`src/rtl/xbar_slave_arbiter.sv`:
```
// Round-robin arbiter for one crossbar slave port, plus the read-order FIFO that steers read responses.
// Grants one cycle after a request and holds it until s_ack. Reads are masked while the order FIFO is full.
module xbar_slave_arbiter #(
    parameter int N_M      = 2,
    parameter int MID_W    = 1,
    parameter int RD_DEPTH = 4
) (
    input  logic             clk,
    input  logic             rst,
    input  logic [N_M-1:0]   m_req,
    input  logic [N_M-1:0]   m_cmd,
    output logic [N_M-1:0]   m_ack,
    output logic             s_req,
    output logic             s_cmd,
    input  logic             s_ack,
    output logic [MID_W-1:0] sel,
    input  logic             s_resp,
    output logic [MID_W-1:0] resp_sel,
    output logic [N_M-1:0]   m_resp,
    output logic             rd_full,
    output logic             err
);

    localparam int AW = $clog2(RD_DEPTH);
    localparam logic [N_M-1:0] ONE = N_M'(1);

    typedef enum logic {IDLE, GRANT} state_t;

    state_t           state;
    logic [MID_W-1:0] ptr;
    logic [MID_W-1:0] pick;
    logic             found;
    logic             cmd_q;
    logic [N_M-1:0]   eligible;
    logic [N_M-1:0]   rot;

    logic [MID_W-1:0] fifo_mem [RD_DEPTH];
    logic [AW-1:0]    wr_ptr;
    logic [AW-1:0]    rd_ptr;
    logic [AW:0]      count;
    logic [AW:0]      count_next;
    logic             push;
    logic             pop;
    logic             empty;

    // Only reads are held back by a full order FIFO; writes need no response slot.
    assign eligible = m_req & ~(~m_cmd & {N_M{rd_full}});

    // Rotate so bit 0 is the pointer position; the lowest set bit wins.
    always_comb begin
        rot   = N_M'({eligible, eligible} >> ptr);
        found = 1'b0;
        pick  = '0;
        for (int k = N_M - 1; k >= 0; k--) begin
            if (rot[k]) begin
                found = 1'b1;
                pick  = MID_W'((int'(ptr) + k) % N_M);
            end
        end
    end

    always_ff @(posedge clk) begin
        if (rst) begin
            state <= IDLE;
            sel   <= '0;
            cmd_q <= 1'b0;
            ptr   <= '0;
        end else begin
            case (state)
                IDLE: begin
                    if (found) begin
                        sel   <= pick;
                        cmd_q <= m_cmd[pick];
                        state <= GRANT;
                    end
                end
                GRANT: begin
                    if (s_ack) begin
                        ptr   <= (int'(sel) == N_M - 1) ? '0 : sel + 1'b1;
                        state <= IDLE;
                    end
                end
                default: state <= IDLE;
            endcase
        end
    end

    assign s_req = (state == GRANT);
    assign s_cmd = s_req & cmd_q;
    assign m_ack = (s_req && s_ack) ? (ONE << sel) : '0;

    assign push  = s_req & s_ack & ~cmd_q;
    assign empty = (count == '0);
    assign pop   = s_resp & ~empty;

    always_comb begin
        count_next = count + {{AW{1'b0}}, push} - {{AW{1'b0}}, pop};
    end

    always_ff @(posedge clk) begin
        if (push) begin
            fifo_mem[wr_ptr] <= sel;
        end
    end

    always_ff @(posedge clk) begin
        if (rst) begin
            wr_ptr  <= '0;
            rd_ptr  <= '0;
            count   <= '0;
            rd_full <= 1'b0;
            err     <= 1'b0;
        end else begin
            if (push) begin
                wr_ptr <= wr_ptr + 1'b1;
            end
            if (pop) begin
                rd_ptr <= rd_ptr + 1'b1;
            end
            count   <= count_next;
            rd_full <= (count_next == (AW+1)'(RD_DEPTH));
            if (s_resp && empty) begin
                err <= 1'b1;
            end
        end
    end

    assign resp_sel = empty ? '0 : fifo_mem[rd_ptr];
    assign m_resp   = pop ? (ONE << resp_sel) : '0;

endmodule

```
`config.mk`:
```
export PLATFORM = sky130hd
export DESIGN_NAME = xbar_slave_arbiter
export DESIGN_NICKNAME = d
export VERILOG_FILES = /design/src/rtl/xbar_slave_arbiter.sv
export SDC_FILE = /design/constraint.sdc
export NUM_CORES = 1
export LEC_CHECK = 0
export BUFFER_PORTS_ARGS = -buffer_cell sky130_fd_sc_hd__clkbuf_2
export CORE_MARGIN = 4
export CORE_UTILIZATION = 45
export DETAILED_ROUTE_END_ITERATION = 8
export GPL_TIMING_DRIVEN = 0
export PLACE_DENSITY = 0.64
export SYNTH_ARGS = -nofsm -noshare
export SYNTH_HDL_FRONTEND = slang
export SYNTH_SLANG_ARGS = --single-unit
```
`constraint.sdc`:
```
create_clock -name clk -period 3.1 [get_ports clk]
set_input_delay 0.775 -clock clk [delete_from_list [all_inputs] [get_ports clk]]
set_output_delay 0.775 -clock clk [all_outputs]
set_load 0.01 [all_outputs]
```
* Yosys cells after proc, flatten, opt, wreduce, memory -nomap -nowiden *
Memory sizes are Yosys's and may differ from the RTL's. A register that Yosys moved wholly into a read port is not among the register bits.
Cells that the tools add are included.
Widths: inputs -> output; s select.

cells by class
  add/sub/neg operators = 6
  $lt $le $gt $ge = 1
  equal/unequal tests = 1
  shifts and indexed selects = 3
  muxes and demuxes = 17
  bitwise operators = 11
  reduce and logical (&&, ||, !) cells = 5

operators with widths
  kind                 number
  $mux 1               12
  $mux 2               4
  $add 2x1->2 const B  2
  $and 1x1->1          4
  $and 2x2->2          2
  $not 2->2            2
  $reduce_and 2->1     2
  $shl 1x1->2 const A  2
  $shr 4x1->2          1
  $add 3x1->3          1
  $eq 3x3->1 const B   1
  $logic_not 3->1      1
  $not 1->1            3
  $sub 3x1->3          1
  $add 1x1->1 const B  2
  $logic_and 1x1->1    2
  $lt 1x2->1 const B   1
  $pmux 1 s2           1

storage, ports and cells
  flip-flop bits (word level) = 13
  memory bits (writable) = 4
  input port bits = 8
  output and inout bits = 10
  logic and storage cells = 54
  memories kept = 1

memory list
  memory    depth  bits a word  read ports  clocked after memory_dff  wr ports  line  text
  fifo_mem  4      1            1           1                         1         37    logic [MID_W-1:0] fifo_mem [RD_DEPTH];

* Logic depth before layout (Yosys ltp) *
Gate-level depths: netlist of run 1.

  depth in word-level cells = 9
  depth in mapped cells = 11
  gate-level depth less buffers = 10

* Worst setup path before layout of run 1 *
No wires, ideal clock.

  path type = in2reg
  from = input port s_ack
  to = register rd_full
  setup time = 0.096 ns
  arrival time = 2.544 ns
  data required time = 3.004 ns
  setup slack = 0.460 ns
  stages on the path = 11
  buffers on the path = 1
  cells stage by stage = and3b_2 -> clkbuf_1 -> inv_1 -> ha_1 -> inv_1 -> ha_1 -> inv_1 -> fa_1 -> xor2_1 -> xnor2_1 -> nor4b_1

between the ends
  longest elaborated chain between the ends = 5

ends and longest elaborated chain
  element                   line  text
  start: declaration        15    input logic s_ack,
  $and 1x1->1 (2 in a row)  92    assign push = s_req & s_ack & ~cmd_q;
  $add 3x1->3               97    count_next = count + {{AW{1'b0}}, push} - {{AW{1'b0}}, pop};
  $sub 3x1->3               97
  $eq 3x3->1                121   rd_full <= (count_next == (AW+1)'(RD_DEPTH));
  end signal: assignment    121
  end: declaration          20    output logic rd_full,

Every way passes these cells.
A chain may end at the register's enable or synchronous reset.

* Worst setup path in the final report of run 1 *
Ends and elaborated chain as after synthesis.

==> results.md, run 1 <==
* Switching pwr at 0.0002259 W
* Pleak at between 0.4 and 0.5 nW
* Max-Cap Viols at 0
* # resized after CTS at 0
* Hold Fails Final Rpt at 0
* Initial antenna violation count at 0
* Global Route met3 Usage at 3.662%
* Mapped Cells at 91
* Root Buffer: clkbuf_4
* Final ANT Viol Nets at 0
* Hold depth at 2
* Most instantiated library cell after synthesis: dfxtp_1
* Mapped cell area at 925.9 um2
* Sequential share of the synthesized area at between 40% and 50%
* Largest net degree at the start of global routing at 12
* Predominant post-synthesis flop cell: dfxtp_1
* Wire per inst at 10.98 um
* Largest family of logic cells by synthesized area: simple AND/OR/NAND/NOR gates
* Crit path kind: in -> reg
* Diodes inserted at 0
* Register Area at 420.4 um2
* Via count at 696
* Fin Clk Skew at approximately 0.0055 ns
* Fin crit share at between 80% and 90%
* Drt drc at 0
* Total gr overflow at 0
* I/O pins at 18
* Max Fanout on Critical Path at 7
* Top cell type's share of synthesized area at about 32%
* Vias/cell at 5.007
* Post-route minimum period at ~2.7 ns
* Critical path data arrival time at 2.88 ns
* Critical Path End Type: register
* Syn avg cell area at approximately 10 um2
* Sw Share at ~33%
* Pre-CTS setup slack at approximately 0.12 ns
* Crit path launch type: input port
* Pins over their slew limit at 0
* Top cell types by occurrence after synthesis: dfxtp_1, nor2_1, inv_1
* Cell Rows at 16
* Flop pwr share at 49.4%
* Pint at 0.0004618 W
* WL final at ~1500 um
* Core ar. at 1962 um2
* Slew margin rel. at 64.04%
* # clock sinks at 19
* Die Ht at 53.36 um
* Initial Utilization at 47.19%
* Share of cells above drive strength 1 at 24.11%
* Drt pass-1 iters at 4
* Routability cong. at between 0.6 and 0.7
* FF-to-FF End: rd_full
* YS warnings at 0
* Gate power share at 33.1%
* Post-Synth Adder-Cell Area at 10.27%
* Clk pin slew, worst setup/hold paths at 0.11 ns
* All-Layer GR Usage at 12.04%
* Post-CTS setup buffer count at 0
* Top area cells in the synthesized netlist: dfxtp_1, edfxtp_1, ha_1
* Input/output buffers at 17
* Vias in the first global route at about 640
* Setup TNS at 0 ns
* Status: completed
* FMAX at around 370 MHz
* Final Util at 54.66%
* Total Power at 0.0006877 W
* WP data required at roughly 3.3 ns
* GRT Max-Usage Layer: met2
* Mux cell area share after synthesis at 3.514%
* Number of synthesized register bits at 19
* Area grow syn2layout at 15.81%
* Final WS setup at 0.4138 ns
* Syn Nets at approximately 110
* Worst R2R Setup Slack at approximately 0.56 ns
* Clock latency on the worst-skew pair at 0.28 ns
* Global-route wire length before repair at 2484 um
* Dpl hpwl at 1203 um
* Die Area at 2847 um2
* Synth area leader: dfxtp_1
* Clock share of power at 17.4%
* CTS buffer count at 3
* Met1 GRT Util at 13.62%
* Worst r2r path cells at 10
* Worst reg2reg startpoint: count[1]
* Die X-Extent at 53.36 um
* Synth unique cells at 32
* Multi-input logic area at around 460 um2
* Post-Synth XOR/XNOR Area at 4.730%
* Layout Nets at between 100 and 150
* Async set or reset register ratio after synthesis at 0%
* Simple-gate share of the synthesized area at 20.27%
* Final setup viols at 0
* Post-synth EDFFs at 4
* First DRT Iteration DRCs at 16
* PD cells at 641.4 nW/um2
* Fill count at a little over 200
* H-tree level count at 1
* Worst min path class: reg -> reg
* VDD IR max at 0.0003244 V
* TritonCTS clock tree: yes
* RSZ-0062 raised after global routing: false
* CTS max path bufs at 2
* Worst Tran Pin Value at 0.5348 ns
* Worst Hold Endpoint: err
* Hold Buf Count CTS at 0
* Met2 Use GR at 20.61%
* Hold wc startpoint: err
* Complex-gate fraction of the synthesized area at about 11%
-- cell usage in the layout (no fill, tap or decap), types with 2 or more instances in the layout --
cell type / netlist / final
clkbuf_2: 0 / 17
nand2b_1: 3 / 3
edfxtp_1: 4 / 4
xor2_1: 3 / 3
dfxtp_1: 15 / 15
clkbuf_4: 0 / 3
xnor2_1: 2 / 2
ha_1: 6 / 6
clkbuf_1: 2 / 2
o311ai_0: 2 / 2
nor4b_1: 2 / 2
nor2_1: 11 / 11
o31ai_1: 2 / 2
nor3_1: 2 / 2
and2_1: 4 / 4
nand2_1: 2 / 2
a21oi_1: 6 / 6
inv_1: 7 / 7
nor2b_1: 3 / 3
-- cells by family (layout without fill, tap and decap cells) --
group,count (synthesis),in the layout
buffers and inverters,10,31
AOI/OAI and AO/OA,15,15
adders and majority gates,7,7
muxes,2,2
xor gates and xnor gates,5,5
DFF,19,19
and+or+nand+nor,33,33
-- critical path: stages --
cell and delay (ns):
clkbuf_2 0.12, and3b_2 0.19, clkbuf_1 0.25, inv_1 0.08
ha_1 0.29, inv_1 0.05, ha_1 0.13, inv_1 0.05
fa_1 0.36, xor2_1 0.16, xnor2_1 0.15, nor4b_1 0.27
-- cell type report --
cell class | count | share of cell area [%]
inverters | 7 | 2.450
clock buffers | 3 | 2.100
repair buffers | 17 | 7.935
multi-input cells | 62 | 42.94
well taps | 27 | 3.151
flip-flops and latches | 19 | 39.21
clock inverters | 1 | 0.4667
plain buffers | 3 | 1.750
-- worst max path at each step --
stage / start / end / slack [ns]
after CTS: s_ack / rd_full / 0.40
after floorplan: s_ack / rd_full / 0.46
after detailed placement: s_ack / rd_full / 0.12
after global placement: s_ack / rd_full / 0.13
after global routing: s_ack / rd_full / 0.24
final: s_ack / rd_full / 0.41
-- power groups by stage --
stage          clock network [W]  registers, W  logic [W]
2_1_floorplan                  0      0.000341   0.000167
3_3_place_gp                   0      0.000344   0.000225
3_5_place_dp                   0      0.000345   0.000232
4_1_cts                 0.000126      0.000340   0.000233
5_1_grt                 0.000140      0.000348   0.000265
6_report                0.000120      0.000340   0.000228
-- per-layer routing --
layer	wire, um	up-vias
li1	-	356
met1	711	324
met2	723	14
met3	79	2
met4	12	0
met5	0	-
-- stage by stage --
step | cells | hold WS, ns | area [um2]
floorplan | 91 | 0.4628 | 925.9
detailed placement | 135 | 0.4615 | 1045
finish | 139 | 0.4812 | 1072
global route | 139 | 0.5278 | 1072
global placement | 135 | 0.4495 | 1045
CTS | 139 | 0.4911 | 1072
Note: power is estimated with default switching activity, not from simulation.
==> run 2, diff against run 1 <==
==> config.mk (replaced) <==
export PLATFORM = sky130hd
export DESIGN_NAME = xbar_slave_arbiter
export DESIGN_NICKNAME = d
export VERILOG_FILES = /design/src/rtl/xbar_slave_arbiter.sv
export SDC_FILE = /design/constraint.sdc
export NUM_CORES = 1
export LEC_CHECK = 0
export CORE_MARGIN = 4
export CORE_UTILIZATION = 45
export DETAILED_ROUTE_END_ITERATION = 8
export DONT_BUFFER_PORTS = 1
export GPL_TIMING_DRIVEN = 0
export PLACE_DENSITY = 0.57
export SYNTH_ARGS = -nofsm -noshare
export SYNTH_HDL_FRONTEND = slang
export SYNTH_SLANG_ARGS = --single-unit
==> constraint.sdc (replaced) <==
create_clock -name clk -period 3.1 [get_ports clk]
set_input_delay 0.775 -clock clk [delete_from_list [all_inputs] [get_ports clk]]
set_output_delay 0.775 -clock clk [all_outputs]
set_load 0.005 [all_outputs]
==> run 2 against run 1 <==
  * Critical path depth fell by 1
  * Maximum frequency rose by 7.3%
  * Highest routed layer unchanged
  * Die area did not move
  * Clock power barely moved
  * Combinational power fell by 18%
  * Register-to-register slack improved by 0.06 ns
  * Cell count fell by 12%
  * Largest cell class unchanged
  * Clock skew rose by 0.0033 ns
  * Sequential share of layout area rose by 3.4 points
  * Utilization fell by 4.3 points
  * First-iteration DRC count fell by 81%
==> results.md, run 2 (synthesis results as in run 1) <==
* Global-route wire length before repair at 2691 um (+8.3%)
* Drt drc at 0 (unchanged)
* Most frequent cells in the layout: dfxtp_1, nor2_1, inv_1
* Die X-Extent at 53.36 um (unchanged)
* Initial antenna violation count at 0 (unchanged)
* Layout Nets at 111 (-13%)
* Hold Slack at 0.5080 ns (+0.02676 ns)
* Critical path data arrival time at 2.71 ns (-0.17 ns)
* Drt pass-1 iters at 4 (unchanged)
* Largest net degree at the start of global routing at 12 (unchanged)
* # resized after CTS at 0 (unchanged)
* All-Layer GR Usage at 13.18% (+1.1 points)
* Initial Utilization at 47.19% (unchanged)
* Post-route minimum period at 2.503 ns (-0.1830 ns)
* CTS max path bufs at 2 (unchanged)
* Post-CTS setup buffer count at 0 (unchanged)
* Slew margin rel. at 64.43% (+0.40 points)
* Fin Clk Skew at 0.008719 ns (+0.003265 ns)
* Via count at 639 (-8.2%)
* Final setup viols at 0 (unchanged)
* Fin crit share at 80.75% (-5.9 points)
* Diodes inserted at 0 (unchanged)
* Routability cong. at 0.6710 (-3.1%)
* Wire per inst at 12.21 um (+11%)
* VDD IR max at 0.0003106 V (-4.2%)
* First DRT Iteration DRCs at 3 (-13)
* Die Area at 2847 um2 (unchanged)
* Share of cells above drive strength 1 at 10.53% (-14 points)
* Worst min path class: reg -> reg
* Final ANT Viol Nets at 0 (unchanged)
* WP data required at 3.31 ns (+0.02 ns)
* Crit path kind: in -> reg
* Final Util at 50.32% (-4.3 points)
* Cell Rows at 16 (unchanged)
* PD cells at 657.7 nW/um2 (+2.6%)
* Area grow syn2layout at 6.622%
* Pins over their slew limit at 0 (unchanged)
* Clk pin slew, worst setup/hold paths at 0.11 ns (about the same)
* Root Buffer: clkbuf_4
* Commonest non-fill, non-tap cell in the layout: dfxtp_1
* Met1 GRT Util at 16.26% (+2.6 points)
* Clock latency on the worst-skew pair at 0.29 ns (about the same)
* WL final at 1490 um (-2.4%)
* RSZ-0062 raised after global routing: false
* Setup TNS at 0 ns (unchanged)
* Worst Tran Pin Value at 0.5290 ns (-0.005883 ns)
* Worst R2R Setup Slack at 0.62 ns (+0.06 ns)
* Input/output buffers at 0 (-17)
* Max-Cap Viols at 0 (unchanged)
* I/O pins at 18 (unchanged)
* Dpl hpwl at 1151 um (-4.4%)
* FMAX at 399.5 MHz (+7.3%)
* Crit path launch type: input port
* Max Fanout on Critical Path at 7 (unchanged)
* Pleak at 0.3994 nW (-16%)
* Status: completed
* Hold Fails Final Rpt at 0 (unchanged)
* Vias/cell at 5.238 (+4.6%)
* Core ar. at 1962 um2 (unchanged)
* Met2 Use GR at 20.61% (unchanged)
* Critical Path End Type: register
* Total gr overflow at 0 (unchanged)
* # clock sinks at 19 (unchanged)
* CTS buffer count at 3 (unchanged)
* H-tree level count at 1 (unchanged)
* GRT Max-Usage Layer: met2
* Hold Buf Count CTS at 0 (unchanged)
* Global Route met3 Usage at 6.479% (+2.8 points)
* TritonCTS clock tree: yes
* Die Ht at 53.36 um (unchanged)
* Vias in the first global route at 652 (+2.5%)
## run 2: changes by cell type in the layout (fill, tap and decap cells not counted), sizes merged
cell	delta
clkbuf	-17
## run 2: worst max-delay path, stage by stage
cell	delay, ns
and3b_2	0.15
clkbuf_1	0.28
inv_1	0.08
ha_1	0.29
inv_1	0.05
ha_1	0.12
inv_1	0.04
fa_1	0.37
xor2_1	0.16
xnor2_1	0.15
nor4b_1	0.24
## run 2: final timing paths
path                  from      end  depth (start not counted)
hold / removal       cmd_q    cmd_q                          2
hold reg to reg      cmd_q    cmd_q                          2
setup / recovery     s_ack  rd_full                         11
setup reg to reg  count[1]  rd_full                         10
## run 2: metal layers
metal	wire length [um]	part of all wire, %
met4	12	0.81
met2	702	47
met5	0	0
met3	97	6.5
met1	677	45
## run 2: report_power, final
part | total [W] | switching [W] | internal [W]
Combinational | 0.000187 | 0.0000918 | 0.0000955
Sequential | 0.000340 | 0.0000401 | 0.000300
Clock | 0.000122 | 0.0000736 | 0.0000480
## run 2: layout make-up
| class | instances | area (um2) |
|---|---|---|
| fillers | 218 | 974.7 |
| multi-input cells | 62 | 460.4 |
| flip-flops and latches | 19 | 420.4 |
| well taps | 27 | 33.78 |
| inverters | 7 | 26.28 |
| clock buffers | 3 | 22.52 |
| plain buffers | 3 | 18.77 |
| clock inverters | 1 | 5.005 |
## run 2: through the flow
step	setup WS, ns	std cells	cell area (um2)	total power [W]
final	0.5968	122	987.2	0.0006493
after global routing	0.2791	122	987.2	0.0007124
after CTS	0.5654	122	987.2	0.0006654
after detailed placement	0.2842	118	959.7	0.0005389
after global placement	0.2586	118	959.7	0.0005333
after floorplan	0.4604	91	925.9	0.0004985
==> run 3, diff against run 2 <==
--- a/config.mk
+++ b/config.mk
@@ -10,7 +10,7 @@
 export DETAILED_ROUTE_END_ITERATION = 8
 export DONT_BUFFER_PORTS = 1
 export GPL_TIMING_DRIVEN = 0
-export PLACE_DENSITY = 0.57
+export PLACE_DENSITY = 0.59
 export SYNTH_ARGS = -nofsm -noshare
 export SYNTH_HDL_FRONTEND = slang
 export SYNTH_SLANG_ARGS = --single-unit
==> constraint.sdc (replaced) <==
create_clock -name clk -period 2.2 [get_ports clk]
set_input_delay 0.55 -clock clk [delete_from_list [all_inputs] [get_ports clk]]
set_output_delay 0.55 -clock clk [all_outputs]
set_load 0.005 [all_outputs]
==> run 3 against run 2 <==
  * Combinational power rose by 110%
  * Wire length rose by 7.7%
  * Sequential share of layout area fell by 3.9 points
  * Setup slack got worse by 0.48 ns
  * First-iteration DRC count rose to 3.7 times the previous value
  * Non-clock buffer count rose by 5
  * Clock skew fell by 0.0016 ns
  * Hold slack got worse by 0.21 ns
  * Clock power rose by 50%
  * Largest cell class unchanged
==> results.md, run 3 (synthesis results as in run 1) <==
* Die Ht at 53.36 um (unchanged)
* Slowest cell on crit path: dfxtp_4
* Drt drc at 0 (unchanged)
* Final Util at 56.76% (+6.4 points)
* Input/output buffers at 0 (unchanged)
* RSZ-0062 raised after global routing: false
* Origin of the worst setup path: count[2]
* CP peak stage delay at 0.38 ns (about the same)
* Root Buffer: clkbuf_4
* Fin Clk Skew at 0.007092 ns (-0.001627 ns)
* Core ar. at 1962 um2 (unchanged)
* Post-route minimum period at 2.085 ns
* FMAX at 479.7 MHz
* Clock latency on the worst-skew pair at 0.30 ns (about the same)
* Hold Buf Count CTS at 0 (unchanged)
* Vias in the first global route at 623 (-4.4%)
* VDD IR max at 0.0004066 V (+31%)
* First DRT Iteration DRCs at 11 (+8)
* Layout Nets at 116 (+4.5%)
* Via count at 649 (+1.6%)
* TritonCTS clock tree: yes
* Crit path launch type: register
* Fin crit share at 94.76%
* Share of cells above drive strength 1 at 31.00% (+20 points)
* Cell area after placement at 1005 um2 (+4.7%)
* Drt pass-1 iters at 4 (unchanged)
* Clk pin slew, worst setup/hold paths at 0.11 ns (about the same)
* Worst Tran Pin Value at 0.4204 ns (-0.1086 ns)
* Pins over their slew limit at 0 (unchanged)
* Most frequent cells in the layout: nor2_1, dfxtp_1, a21oi_1
* All-Layer GR Usage at 12.96% (-0.21 points)
* Crit path kind: reg -> reg
* Critical path cell sequence: o31ai_4 -> inv_2 -> ha_4 -> inv_2 -> ha_4 -> inv_2 -> fa_2 -> xor2_2 -> xnor2_2 -> nor4b_2
* Critical Path End Type: register
* Vias/cell at 5.110 (-2.4%)
* Worst min path class: in -> reg
* Hold Slack at 0.3026 ns (-0.2054 ns)
* Max-Cap Viols at 0 (unchanged)
* Dpl hpwl at 1210 um (+5.1%)
* Final ANT Viol Nets at 0 (unchanged)
* Diodes inserted at 0 (unchanged)
* Status: completed
* Wire per inst at 12.64 um (+3.5%)
* Total gr overflow at 0 (unchanged)
* Hold Fails Final Rpt at 0 (unchanged)
* Die X-Extent at 53.36 um (unchanged)
* WP data required at 2.42 ns (-0.89 ns)
* Critical path data arrival time at 2.31 ns (-0.40 ns)
* I/O pins at 18 (unchanged)
* Initial Utilization at 47.19% (unchanged)
* Final setup viols at 0 (unchanged)
* Routability cong. at 0.6275 (-6.5%)
* Global-route wire length before repair at 2553 um (-5.1%)
* Cell Rows at 16 (unchanged)
* Crit path top cell by count: inv_2
* CTS max path bufs at 2 (unchanged)
* WL final at 1605 um (+7.7%)
* Slew margin rel. at 71.62% (+7.2 points)
* Largest net degree at the start of global routing at 13 (+1)
* Die Area at 2847 um2 (unchanged)
* H-tree level count at 1 (unchanged)
* Pleak at 0.4323 nW (+8.2%)
* # clock sinks at 19 (unchanged)
* Max Fanout on Critical Path at 3 (-4)
* PD cells at 968.8 nW/um2 (+47%)
* CTS buffer count at 3 (unchanged)
* Initial antenna violation count at 0 (unchanged)
* Fin area at 1114 um2 (+13%)
* Worst reg2reg startpoint: count[2]
* Hold wc startpoint: rst
* Area grow syn2layout at 20.27%
run 3: layout make-up:
| class | instances | area [um2] |
|---|---|---|
| well taps | 27 | 33.78 |
| plain buffers | 3 | 30.03 |
| multi-input cells | 62 | 523.0 |
| clock inverters | 1 | 7.507 |
| inverters | 7 | 28.78 |
| flip-flops and latches | 19 | 430.4 |
| clock buffers | 3 | 22.52 |
| fillers | 200 | 848.3 |
| repair buffers | 5 | 37.54 |
run 3: worst paths after layout:
kind,endpoint,slack [ns],cells after the start
hold / removal,count[0],0.30,1
setup / recovery,rd_full,0.12,10
hold reg to reg,cmd_q,0.50,2
setup reg to reg,rd_full,0.12,10
run 3: routing by layer:
| metal | up-vias | share of wire, % | global-route usage, % |
|---|---|---|---|
| li1 | 329 | - | - |
| met1 | 299 | 43 | 15.65 |
| met2 | 16 | 48 | 20.00 |
| met3 | 5 | 6.0 | 3.099 |
| met4 | 0 | 2.7 | 8.936 |
| met5 | - | 0 | 0 |
run 3: power breakdown:
group	switching, W	total, W	internal, W	leakage (nW)
registers	0.0000701	0.000501	0.000431	0.162
clock network	0.000113	0.000183	0.0000693	0.0139
logic	0.000173	0.000395	0.000222	0.256
total	0.000357	0.00108	0.000722	0.432
run 3: timing repair:
item                                    CTS  global route
hold endpoints to repair                  0             0
resized for setup                         5             7
endpoints found under the setup margin    2             2
pin swaps                                 1             3
buffers inserted                          1             4
run 3: metrics by stage:
| stage | total power (W) | std cells | setup TNS (ns) | setup slack, ns |
|---|---|---|---|---|
| after global placement | 0.0007952 | 118 | -0.2308 | -0.1707 |
| after CTS | 0.001018 | 123 | 0 | 0.01414 |
| after floorplan | 0.0007404 | 91 | -0.07238 | -0.07238 |
| after detailed placement | 0.0008114 | 118 | -0.2633 | -0.1902 |
| after global routing | 0.001165 | 127 | 0 | 0.004161 |
| final | 0.001079 | 127 | 0 | 0.1153 |
run 3: critical path: cells and delay by family (launching register included):
kind                       cells  cell delay (ns)
adders and majority gates      3             0.70
buffers and inverters          3             0.16
and+or+nand+nor                1             0.19
AOI/OAI and AO/OA              1             0.26
DFF                            1             0.38
xor gates and xnor gates       2             0.32
